<file path="config.mk">
export PLATFORM = sky130hd
export DESIGN_NAME = controle_multiciclo_flat
export DESIGN_NICKNAME = d
export VERILOG_FILES = /design/src/rtl/controle_multiciclo_if.sv /design/src/rtl/controle_multiciclo.sv /design/src/flat_wrapper.sv
export SDC_FILE = /design/constraint.sdc
export NUM_CORES = 1
export LEC_CHECK = 0
export CORE_ASPECT_RATIO = 0.8
export CORE_UTILIZATION = 41
export CTS_BUF_LIST = sky130_fd_sc_hd__clkbuf_16
export DETAILED_ROUTE_END_ITERATION = 8
export PLACE_DENSITY_LB_ADDON = 0.1
export SLEW_MARGIN = 30
export SYNTH_ARGS = -nofsm -noshare
export SYNTH_HDL_FRONTEND = slang
export SYNTH_SLANG_ARGS = --single-unit
</file>
<file path="constraint.sdc">
create_clock -name clock -period 2.1 [get_ports clock]
set_clock_uncertainty 0.2 [all_clocks]
set_input_delay 0.42 -clock clock [delete_from_list [all_inputs] [get_ports clock]]
set_output_delay 0.42 -clock clock [all_outputs]
set_load 0.01 [all_outputs]
</file>
<file path="src/rtl/controle_multiciclo_if.sv">
// Control bundle between the multicycle controller and the datapath.
// Instruction fields and zero flag in, muxes/enables/ALU code out.
interface controle_multiciclo_if;
  logic [5:0] opcode;
  logic [5:0] funct;
  logic       zero;
  logic       pc_en;
  logic       iord;
  logic       mem_write;
  logic       ir_write;
  logic       reg_write;
  logic       reg_dst;
  logic       mem_to_reg;
  logic [1:0] alu_src_a;
  logic [1:0] alu_src_b;
  logic       ext_zero;
  logic [1:0] pc_src;
  logic [3:0] ula_op;
  logic       illegal;
  logic [3:0] state;

  modport master (
    input  opcode, funct, zero,
    output pc_en, iord, mem_write, ir_write,
    output reg_write, reg_dst, mem_to_reg,
    output alu_src_a, alu_src_b, ext_zero,
    output pc_src, ula_op, illegal, state
  );

  modport slave (
    output opcode, funct, zero,
    input  pc_en, iord, mem_write, ir_write,
    input  reg_write, reg_dst, mem_to_reg,
    input  alu_src_a, alu_src_b, ext_zero,
    input  pc_src, ula_op, illegal, state
  );
endinterface

</file>
<file path="src/rtl/controle_multiciclo.sv">
// Multicycle MIPS-subset control FSM.
// Moore decode of state/opcode/funct; BRANCH pc_en also uses zero.
module controle_multiciclo (
  input  logic clock,
  input  logic reset_n,
  controle_multiciclo_if.master bus
);

  typedef enum logic [3:0] {
    S_FETCH  = 4'd0,
    S_DECODE = 4'd1,
    S_MEMADR = 4'd2,
    S_MEMRD  = 4'd3,
    S_MEMWB  = 4'd4,
    S_MEMWR  = 4'd5,
    S_RTYPE  = 4'd6,
    S_ALUWB  = 4'd7,
    S_BRANCH = 4'd8,
    S_IMMEX  = 4'd9,
    S_IMMWB  = 4'd10,
    S_JUMP   = 4'd11
  } state_t;

  localparam logic [3:0] ALU_AND = 4'b0000;
  localparam logic [3:0] ALU_OR  = 4'b0001;
  localparam logic [3:0] ALU_ADD = 4'b0010;
  localparam logic [3:0] ALU_SUB = 4'b0110;
  localparam logic [3:0] ALU_SLT = 4'b0111;
  localparam logic [3:0] ALU_NOR = 4'b1100;
  localparam logic [3:0] ALU_XOR = 4'b1101;
  localparam logic [3:0] ALU_SLL = 4'b1110;
  localparam logic [3:0] ALU_SRL = 4'b1111;

  localparam logic [5:0] OP_R    = 6'b000000;
  localparam logic [5:0] OP_LW   = 6'b100011;
  localparam logic [5:0] OP_SW   = 6'b101011;
  localparam logic [5:0] OP_BEQ  = 6'b000100;
  localparam logic [5:0] OP_BNE  = 6'b000101;
  localparam logic [5:0] OP_ADDI = 6'b001000;
  localparam logic [5:0] OP_ANDI = 6'b001100;
  localparam logic [5:0] OP_ORI  = 6'b001101;
  localparam logic [5:0] OP_J    = 6'b000010;

  state_t state_q;
  state_t state_d;
  // active stays low through reset and the cycle after release,
  // so every output is 0 until the first FETCH edge.
  logic   active;

  logic       r_ok;
  logic       r_shift;
  logic [3:0] r_op;
  logic       dec_ill;

  // R-type funct to ALU code, legality and shift detection
  always_comb begin
    r_ok    = 1'b1;
    r_shift = 1'b0;
    r_op    = ALU_ADD;
    case (bus.funct)
      6'h20: r_op = ALU_ADD;
      6'h22: r_op = ALU_SUB;
      6'h24: r_op = ALU_AND;
      6'h25: r_op = ALU_OR;
      6'h26: r_op = ALU_XOR;
      6'h27: r_op = ALU_NOR;
      6'h2A: r_op = ALU_SLT;
      6'h00: begin
        r_op    = ALU_SLL;
        r_shift = 1'b1;
      end
      6'h02: begin
        r_op    = ALU_SRL;
        r_shift = 1'b1;
      end
      default: r_ok = 1'b0;
    endcase
  end

  // next-state logic; illegal instructions fall back to FETCH
  always_comb begin
    state_d = S_FETCH;
    dec_ill = 1'b0;
    case (state_q)
      S_FETCH: state_d = S_DECODE;
      S_DECODE: begin
        case (bus.opcode)
          OP_LW, OP_SW:
            state_d = S_MEMADR;
          OP_R: begin
            if (r_ok) state_d = S_RTYPE;
            else      dec_ill = 1'b1;
          end
          OP_BEQ, OP_BNE:
            state_d = S_BRANCH;
          OP_ADDI, OP_ANDI, OP_ORI:
            state_d = S_IMMEX;
          OP_J:
            state_d = S_JUMP;
          default:
            dec_ill = 1'b1;
        endcase
      end
      S_MEMADR:
        state_d = (bus.opcode == OP_LW) ? S_MEMRD : S_MEMWR;
      S_MEMRD: state_d = S_MEMWB;
      S_RTYPE: state_d = S_ALUWB;
      S_IMMEX: state_d = S_IMMWB;
      default: state_d = S_FETCH;
    endcase
  end

  // state register; first edge after reset only arms the FSM
  always_ff @(posedge clock or negedge reset_n) begin
    if (!reset_n) begin
      state_q <= S_FETCH;
      active  <= 1'b0;
    end else if (!active) begin
      state_q <= S_FETCH;
      active  <= 1'b1;
    end else begin
      state_q <= state_d;
    end
  end

  // Moore output decode, forced to 0 while not active
  always_comb begin
    bus.pc_en      = 1'b0;
    bus.iord       = 1'b0;
    bus.mem_write  = 1'b0;
    bus.ir_write   = 1'b0;
    bus.reg_write  = 1'b0;
    bus.reg_dst    = 1'b0;
    bus.mem_to_reg = 1'b0;
    bus.alu_src_a  = 2'd0;
    bus.alu_src_b  = 2'd0;
    bus.ext_zero   = 1'b0;
    bus.pc_src     = 2'd0;
    bus.ula_op     = 4'b0000;
    bus.illegal    = 1'b0;
    bus.state      = 4'd0;
    if (active) begin
      bus.state  = state_q;
      bus.ula_op = ALU_ADD;
      case (state_q)
        S_FETCH: begin
          bus.ir_write  = 1'b1;
          bus.pc_en     = 1'b1;
          bus.alu_src_b = 2'd1;
        end
        S_DECODE: begin
          bus.alu_src_b = 2'd3;
          bus.illegal   = dec_ill;
        end
        S_MEMADR: begin
          bus.alu_src_a = 2'd1;
          bus.alu_src_b = 2'd2;
        end
        S_MEMRD: bus.iord = 1'b1;
        S_MEMWB: begin
          bus.reg_write  = 1'b1;
          bus.mem_to_reg = 1'b1;
        end
        S_MEMWR: begin
          bus.iord      = 1'b1;
          bus.mem_write = 1'b1;
        end
        S_RTYPE: begin
          bus.alu_src_a = r_shift ? 2'd2 : 2'd1;
          bus.ula_op    = r_op;
        end
        S_ALUWB: begin
          bus.reg_write = 1'b1;
          bus.reg_dst   = 1'b1;
        end
        S_BRANCH: begin
          bus.alu_src_a = 2'd1;
          bus.ula_op    = ALU_SUB;
          bus.pc_src    = 2'd1;
          bus.pc_en     = (bus.opcode == OP_BNE) ?
                          !bus.zero : bus.zero;
        end
        S_IMMEX: begin
          bus.alu_src_a = 2'd1;
          bus.alu_src_b = 2'd2;
          case (bus.opcode)
            OP_ANDI: begin
              bus.ula_op   = ALU_AND;
              bus.ext_zero = 1'b1;
            end
            OP_ORI: begin
              bus.ula_op   = ALU_OR;
              bus.ext_zero = 1'b1;
            end
            default: bus.ula_op = ALU_ADD;
          endcase
        end
        S_IMMWB: bus.reg_write = 1'b1;
        S_JUMP: begin
          bus.pc_en  = 1'b1;
          bus.pc_src = 2'd2;
        end
        default: ;
      endcase
    end
  end

endmodule

</file>
<file path="src/flat_wrapper.sv">
// flat-port wrapper written by rule: the top's interface ports become plain ports
module controle_multiciclo_flat 
  (clock, reset_n, bus_opcode, bus_funct, bus_zero, bus_pc_en, bus_iord, bus_mem_write, bus_ir_write, bus_reg_write, bus_reg_dst, bus_mem_to_reg, bus_alu_src_a, bus_alu_src_b, bus_ext_zero, bus_pc_src, bus_ula_op, bus_illegal, bus_state);
  controle_multiciclo_if bus_i ();
  input  logic clock;
  input  logic reset_n;
  input wire logic [$bits(bus_i.opcode)-1:0] bus_opcode;
  input wire logic [$bits(bus_i.funct)-1:0] bus_funct;
  input wire logic [$bits(bus_i.zero)-1:0] bus_zero;
  output wire logic [$bits(bus_i.pc_en)-1:0] bus_pc_en;
  output wire logic [$bits(bus_i.iord)-1:0] bus_iord;
  output wire logic [$bits(bus_i.mem_write)-1:0] bus_mem_write;
  output wire logic [$bits(bus_i.ir_write)-1:0] bus_ir_write;
  output wire logic [$bits(bus_i.reg_write)-1:0] bus_reg_write;
  output wire logic [$bits(bus_i.reg_dst)-1:0] bus_reg_dst;
  output wire logic [$bits(bus_i.mem_to_reg)-1:0] bus_mem_to_reg;
  output wire logic [$bits(bus_i.alu_src_a)-1:0] bus_alu_src_a;
  output wire logic [$bits(bus_i.alu_src_b)-1:0] bus_alu_src_b;
  output wire logic [$bits(bus_i.ext_zero)-1:0] bus_ext_zero;
  output wire logic [$bits(bus_i.pc_src)-1:0] bus_pc_src;
  output wire logic [$bits(bus_i.ula_op)-1:0] bus_ula_op;
  output wire logic [$bits(bus_i.illegal)-1:0] bus_illegal;
  output wire logic [$bits(bus_i.state)-1:0] bus_state;
  assign bus_i.opcode = bus_opcode;
  assign bus_i.funct = bus_funct;
  assign bus_i.zero = bus_zero;
  assign bus_pc_en = bus_i.pc_en;
  assign bus_iord = bus_i.iord;
  assign bus_mem_write = bus_i.mem_write;
  assign bus_ir_write = bus_i.ir_write;
  assign bus_reg_write = bus_i.reg_write;
  assign bus_reg_dst = bus_i.reg_dst;
  assign bus_mem_to_reg = bus_i.mem_to_reg;
  assign bus_alu_src_a = bus_i.alu_src_a;
  assign bus_alu_src_b = bus_i.alu_src_b;
  assign bus_ext_zero = bus_i.ext_zero;
  assign bus_pc_src = bus_i.pc_src;
  assign bus_ula_op = bus_i.ula_op;
  assign bus_illegal = bus_i.illegal;
  assign bus_state = bus_i.state;
  controle_multiciclo u_core (.clock(clock), .reset_n(reset_n), .bus(bus_i));
endmodule
</file>
==> qor.csv, run 1 <==
stage,metric,value,unit
clock_network,clock root buffer,clkbuf_16,
yosys,post-synthesis cell type with the largest combined area,dfrtp_1,
placed_design,pre-CTS setup slack,-0.829,ns
yosys,"top cells by count, synth","17 x nor2_1, 7 x nand2b_1",
outcome,failing step,global routing,
outcome,outcome,did not finish,
yosys,"Seq/Total Area, Yosys",15.3,%
die,I/O Pins,38,
yosys,top cell type's share of synthesized area,15.3,%
yosys,post-synth net total,133,
yosys,Synth Instances,118,
yosys,"Avg Cell Area, Syn",6.95,sq um
placed_design,Cells after DPL,213,
yosys,Synth cell types,46,
yosys,post-synthesis register bit count,5,
outcome,stop err,"[ERROR DPL-0038] Utilization greater than 100%, impossible to legalize",
placed_design,global placer's final weighted congestion,0.879,
clock_network,Clock Sinks,5,
placed_design,number of port buffers,37,
clock_network,clock tree buffer depth,2,
clock_network,H-tree depth,1,
yosys,Most used DFF post-synth,dfrtp_1,
clock_network,CTS buffer count,3,
yosys,post-synthesis async set-or-reset flop share,100,%
timing,GR repair worst EP,bus_ula_op[0],
timing,worst-path endpoint category,top-level output,
die,Initial Utilization,43.7,%
yosys,"EDFF count, synth",0,
yosys,Post-Syn Area,820,sq um
yosys,most common cell in the netlist,nor2_1,
yosys,Synth area leaders,"dfrtp_1 15%, nor2_1 7.8%, nand2b_1 5.3%, and2_1 4.6%, nor3_1 3.7%",
yosys,yosys synthesis warning count,0,
die,Die Y,42.0,microns
grt,pin count of the biggest net entering global routing,9,
placed_design,detailed placement HPWL,2210,microns
die,chip width,52.0,microns
die,row cnt,14,
logic make-up after synthesis:
group	synth area share (%)
compound gates	27.2
xor+xnor	3.21
buf+inv	5.80
flops	15.3
other cells	0.458
simple gates	48.1
per-stage QoR:
step                      instance area, sq um  TNS, ns
after floorplan                            820        0
after global placement                    1500    -7.80
after CTS                                 1690   -0.407
after detailed placement                  1500    -8.10
what timing repair did:
item / in CTS
resized for setup: 121
cloned: 0
setup endpoints to repair: 26
pin swaps: 14
buffers inserted: 13
hold buffers: 0
==> run 2: changes to the inputs <==
- CORE_AREA: default -> 2 2 63 65
- CORE_ASPECT_RATIO: 0.8 -> default
- CORE_UTILIZATION: 41 -> default
- CTS_BUF_LIST: sky130_fd_sc_hd__clkbuf_16 -> default
- DIE_AREA: default -> 0 0 65 67
- PLACE_DENSITY_LB_ADDON: 0.1 -> 0.15
==> qor.csv, run 2 <==
stage,metric,value,unit
detailed_routing,post-route ant nets,0,
placed_design,global placer's final weighted congestion,0.799,
placed_design,number of port buffers,37,
die,die area,4360,sq um
power,Internal Pwr Total,0.354,mW
clock_network,CTS buffer count,3,
yosys,post-synthesis async set-or-reset flop share,100,%
die,Core Box Area,3610,sq um
detailed_routing,DR iter-0 viols,43,
die,row cnt,22,
power,clock share of power,34.9,%
die,Initial Utilization,22.7,%
yosys,post-synth net total,133,
power,total power,0.498,mW
yosys,Most used DFF post-synth,dfrtp_1,
critical_path,Worst path most repeated cell,buf_6,
yosys,"Seq/Total Area, Yosys",15.3,%
grt,initial antenna violation count,0,
clock_network,CTS tree,done,
timing,max-slew violation count,0,
yosys,yosys synthesis warning count,0,
clock_network,"Reg clk slew, reported paths",0.03,ns
grt,pin count of the biggest net entering global routing,10,
yosys,Synth Instances,118,
yosys,Synth area leaders,"dfrtp_1 15%, nor2_1 7.8%, nand2b_1 5.3%, and2_1 4.6%, nor3_1 3.7%",
final_layout,Regs by FF count,"u_core.state_q (4), u_core.active (1)",
outcome,outcome,"complete, but fails checks",
run,maximum capacitance violations,0,
power,Net Switching,0.144,mW
power,leakage,0.829,nW
final_layout,Largest register FFs,4,
final_layout,Top reg by flops,u_core.state_q,
power,Pwr Density,271,nW/um^2
yosys,top cell type's share of synthesized area,15.3,%
yosys,Post-Syn Area,820,sq um
power,power share of the combinational group,44.2,%
power,sw frac,28.9,%
critical_path,"Largest stage delay, worst path",0.42,ns
timing,fin crit share,104,%
yosys,most common cell in the netlist,nor2_1,
placed_design,pre-CTS setup slack,-0.866,ns
timing,setup violators final,5,
detailed_routing,vias per inst,4.71,
timing,RSZ-0062 raised after global routing,yes,
final_layout,"most common cell after layout, fill and taps aside",buf_4,
critical_path,worst endpoint required time,1.48,ns
critical_path,Worst setup EP type,output port,
clock_network,clk_lat worst skew,0.22,ns
grt,Overflow after GRT,0,
detailed_routing,aggregate routed wire length,3190,microns
clock_network,Clock Sinks,5,
placed_design,Cells after DPL,229,
die,Die Y,67,microns
grt,Total Routing Usage GR,15.5,%
final_layout,share of layout cells above drive strength 1,55.8,%
final_layout,post-layout instance area,1840,sq um
power,sequential share of power,20.8,%
yosys,post-synthesis cell type with the largest combined area,dfrtp_1,
timing,final hold vios,0,
final_layout,"commonest cells after routing, fill and taps aside","41 x buf_4, 21 x buf_6, 14 x nor2_1",
detailed_routing,routed vias,1196,
detailed_routing,DRC,0,
timing,Tmin final,2.18,ns
outcome,failing checks,setup timing,
grt,vias in the first global route,1199,
placed_design,detailed placement HPWL,2260,microns
detailed_routing,drt first pass iters,4,
die,chip width,65,microns
timing,setup_tns,-0.190,ns
power,Peak VDD IR,0.121,mV
clock_network,clock root buffer,clkbuf_8,
critical_path,Crit Path Max Fanout,4,
die,I/O Pins,38,
critical_path,Worst Path Arrival,1.56,ns
clock_network,CTS Hold Buffers Added,0,
critical_path,WS Path Type,reg2out,
placed_design,Post-DP Area,1470,sq um
hold_path,Hold Path Class,in2async,
final_layout,antenna cells,0,
final_layout,Non-Filler Instances,254,
clock_network,clock tree buffer depth,2,
critical_path,CP startpoint kind,register,
yosys,"EDFF count, synth",0,
yosys,"top cells by count, synth","17 x nor2_1, 7 x nand2b_1",
timing,achievable frequency,458,MHz
final_layout,NumNets Final,222,
clock_network,H-tree depth,1,
yosys,"Avg Cell Area, Syn",6.95,sq um
detailed_routing,routed len/inst,12.6,microns
grt,first-pass GRT wire length,5270,microns
timing,final worst-path setup slack,-0.0824,ns
final_layout,P&R area growth vs syn,125,%
yosys,Synth cell types,46,
critical_path,"Slowest-stage cell, CP",dfrtp_2,
yosys,post-synthesis register bit count,5,
critical_path,crit path cell chain,buf_6 -> nand2b_4 -> nor2_4 -> buf_6 -> buf_6 -> o21a_1 -> o31a_1 -> buf_2,
-- run 2: cell counts after synthesis --
Identical to the previous run, type by type.
-- run 2: critical path: cells and delay by family, from the launching register on --
kind                   cells  cell delay, ns
buffers and inverters      4            0.48
and+or+nand+nor            2            0.12
AOI/OAI and AO/OA          2            0.33
DFF                        1            0.42
-- run 2: power by group through the flow --
| stage | sequential (mW) | clock [mW] | combinational, mW |
|---|---|---|---|
| after floorplan | 0.104 | 0 | 0.0749 |
| after global placement | 0.107 | 0 | 0.172 |
| after detailed placement | 0.107 | 0 | 0.175 |
| after CTS | 0.104 | 0.178 | 0.203 |
| after global routing | 0.104 | 0.183 | 0.238 |
| final | 0.104 | 0.174 | 0.220 |
-- run 2: cell type report --
| cell class | instances | area [sq um] |
|---|---|---|
| Clock buffer | 4 | 45.0 |
| Fill cell | 369 | 1760 |
| Inverter | 2 | 7.51 |
| Multi-Input combinational cell | 103 | 812 |
| Sequential cell | 5 | 129 |
| Tap cell | 48 | 60.1 |
| Timing Repair Buffer | 92 | 788 |
-- run 2: routing by layer --
metal / global-route usage (%) / wire length (microns) / up-vias
li1: - / - / 604
met1: 17.1 / 1260 / 550
met2: 30.4 / 1720 / 36
met3: 1.35 / 157 / 6
met4: 5.85 / 57 / 0
met5: 0 / 0 / -
-- run 2: worst paths after layout --
path,start,end,slack (ns),cells past startpoint
max reg2reg,u_core.state_q[2],u_core.state_q[2],0.27,4
max in group asynchronous,reset_n,u_core.state_q[2],1.28,1
min,reset_n,u_core.state_q[3],0.22,1
min in group clock,bus_opcode[4],u_core.state_q[1],0.43,5
min reg2reg,u_core.state_q[2],u_core.state_q[3],0.47,2
max,u_core.state_q[1],bus_ula_op[1],-0.08,8
-- run 2: cells by family (layout without fill, tap and decap cells) --
logic type,after synthesis,in the layout,synth area share [%]
other cells,1,1,0.458
flops,5,5,15.3
simple gates,68,68,48.1
buf+inv,10,98,5.80
xor+xnor,3,3,3.21
compound gates,31,31,27.2
-- run 2: through the flow --
step                utilization (%)  hold slack [ns]
finish                         51.1            0.218
CTS                            48.2            0.219
floorplan                         -          -0.0756
global placement               40.6            0.434
detailed placement             40.6            0.426
global route                   51.1            0.232
-- run 2: what timing repair did --
action | in CTS | in global routing
pin swaps | 15 | 12
buffers inserted | 17 | 5
resized for setup | 133 | 34
setup endpoints to repair | 27 | 14
No activity file was read; power rests on OpenSTA's default activity.
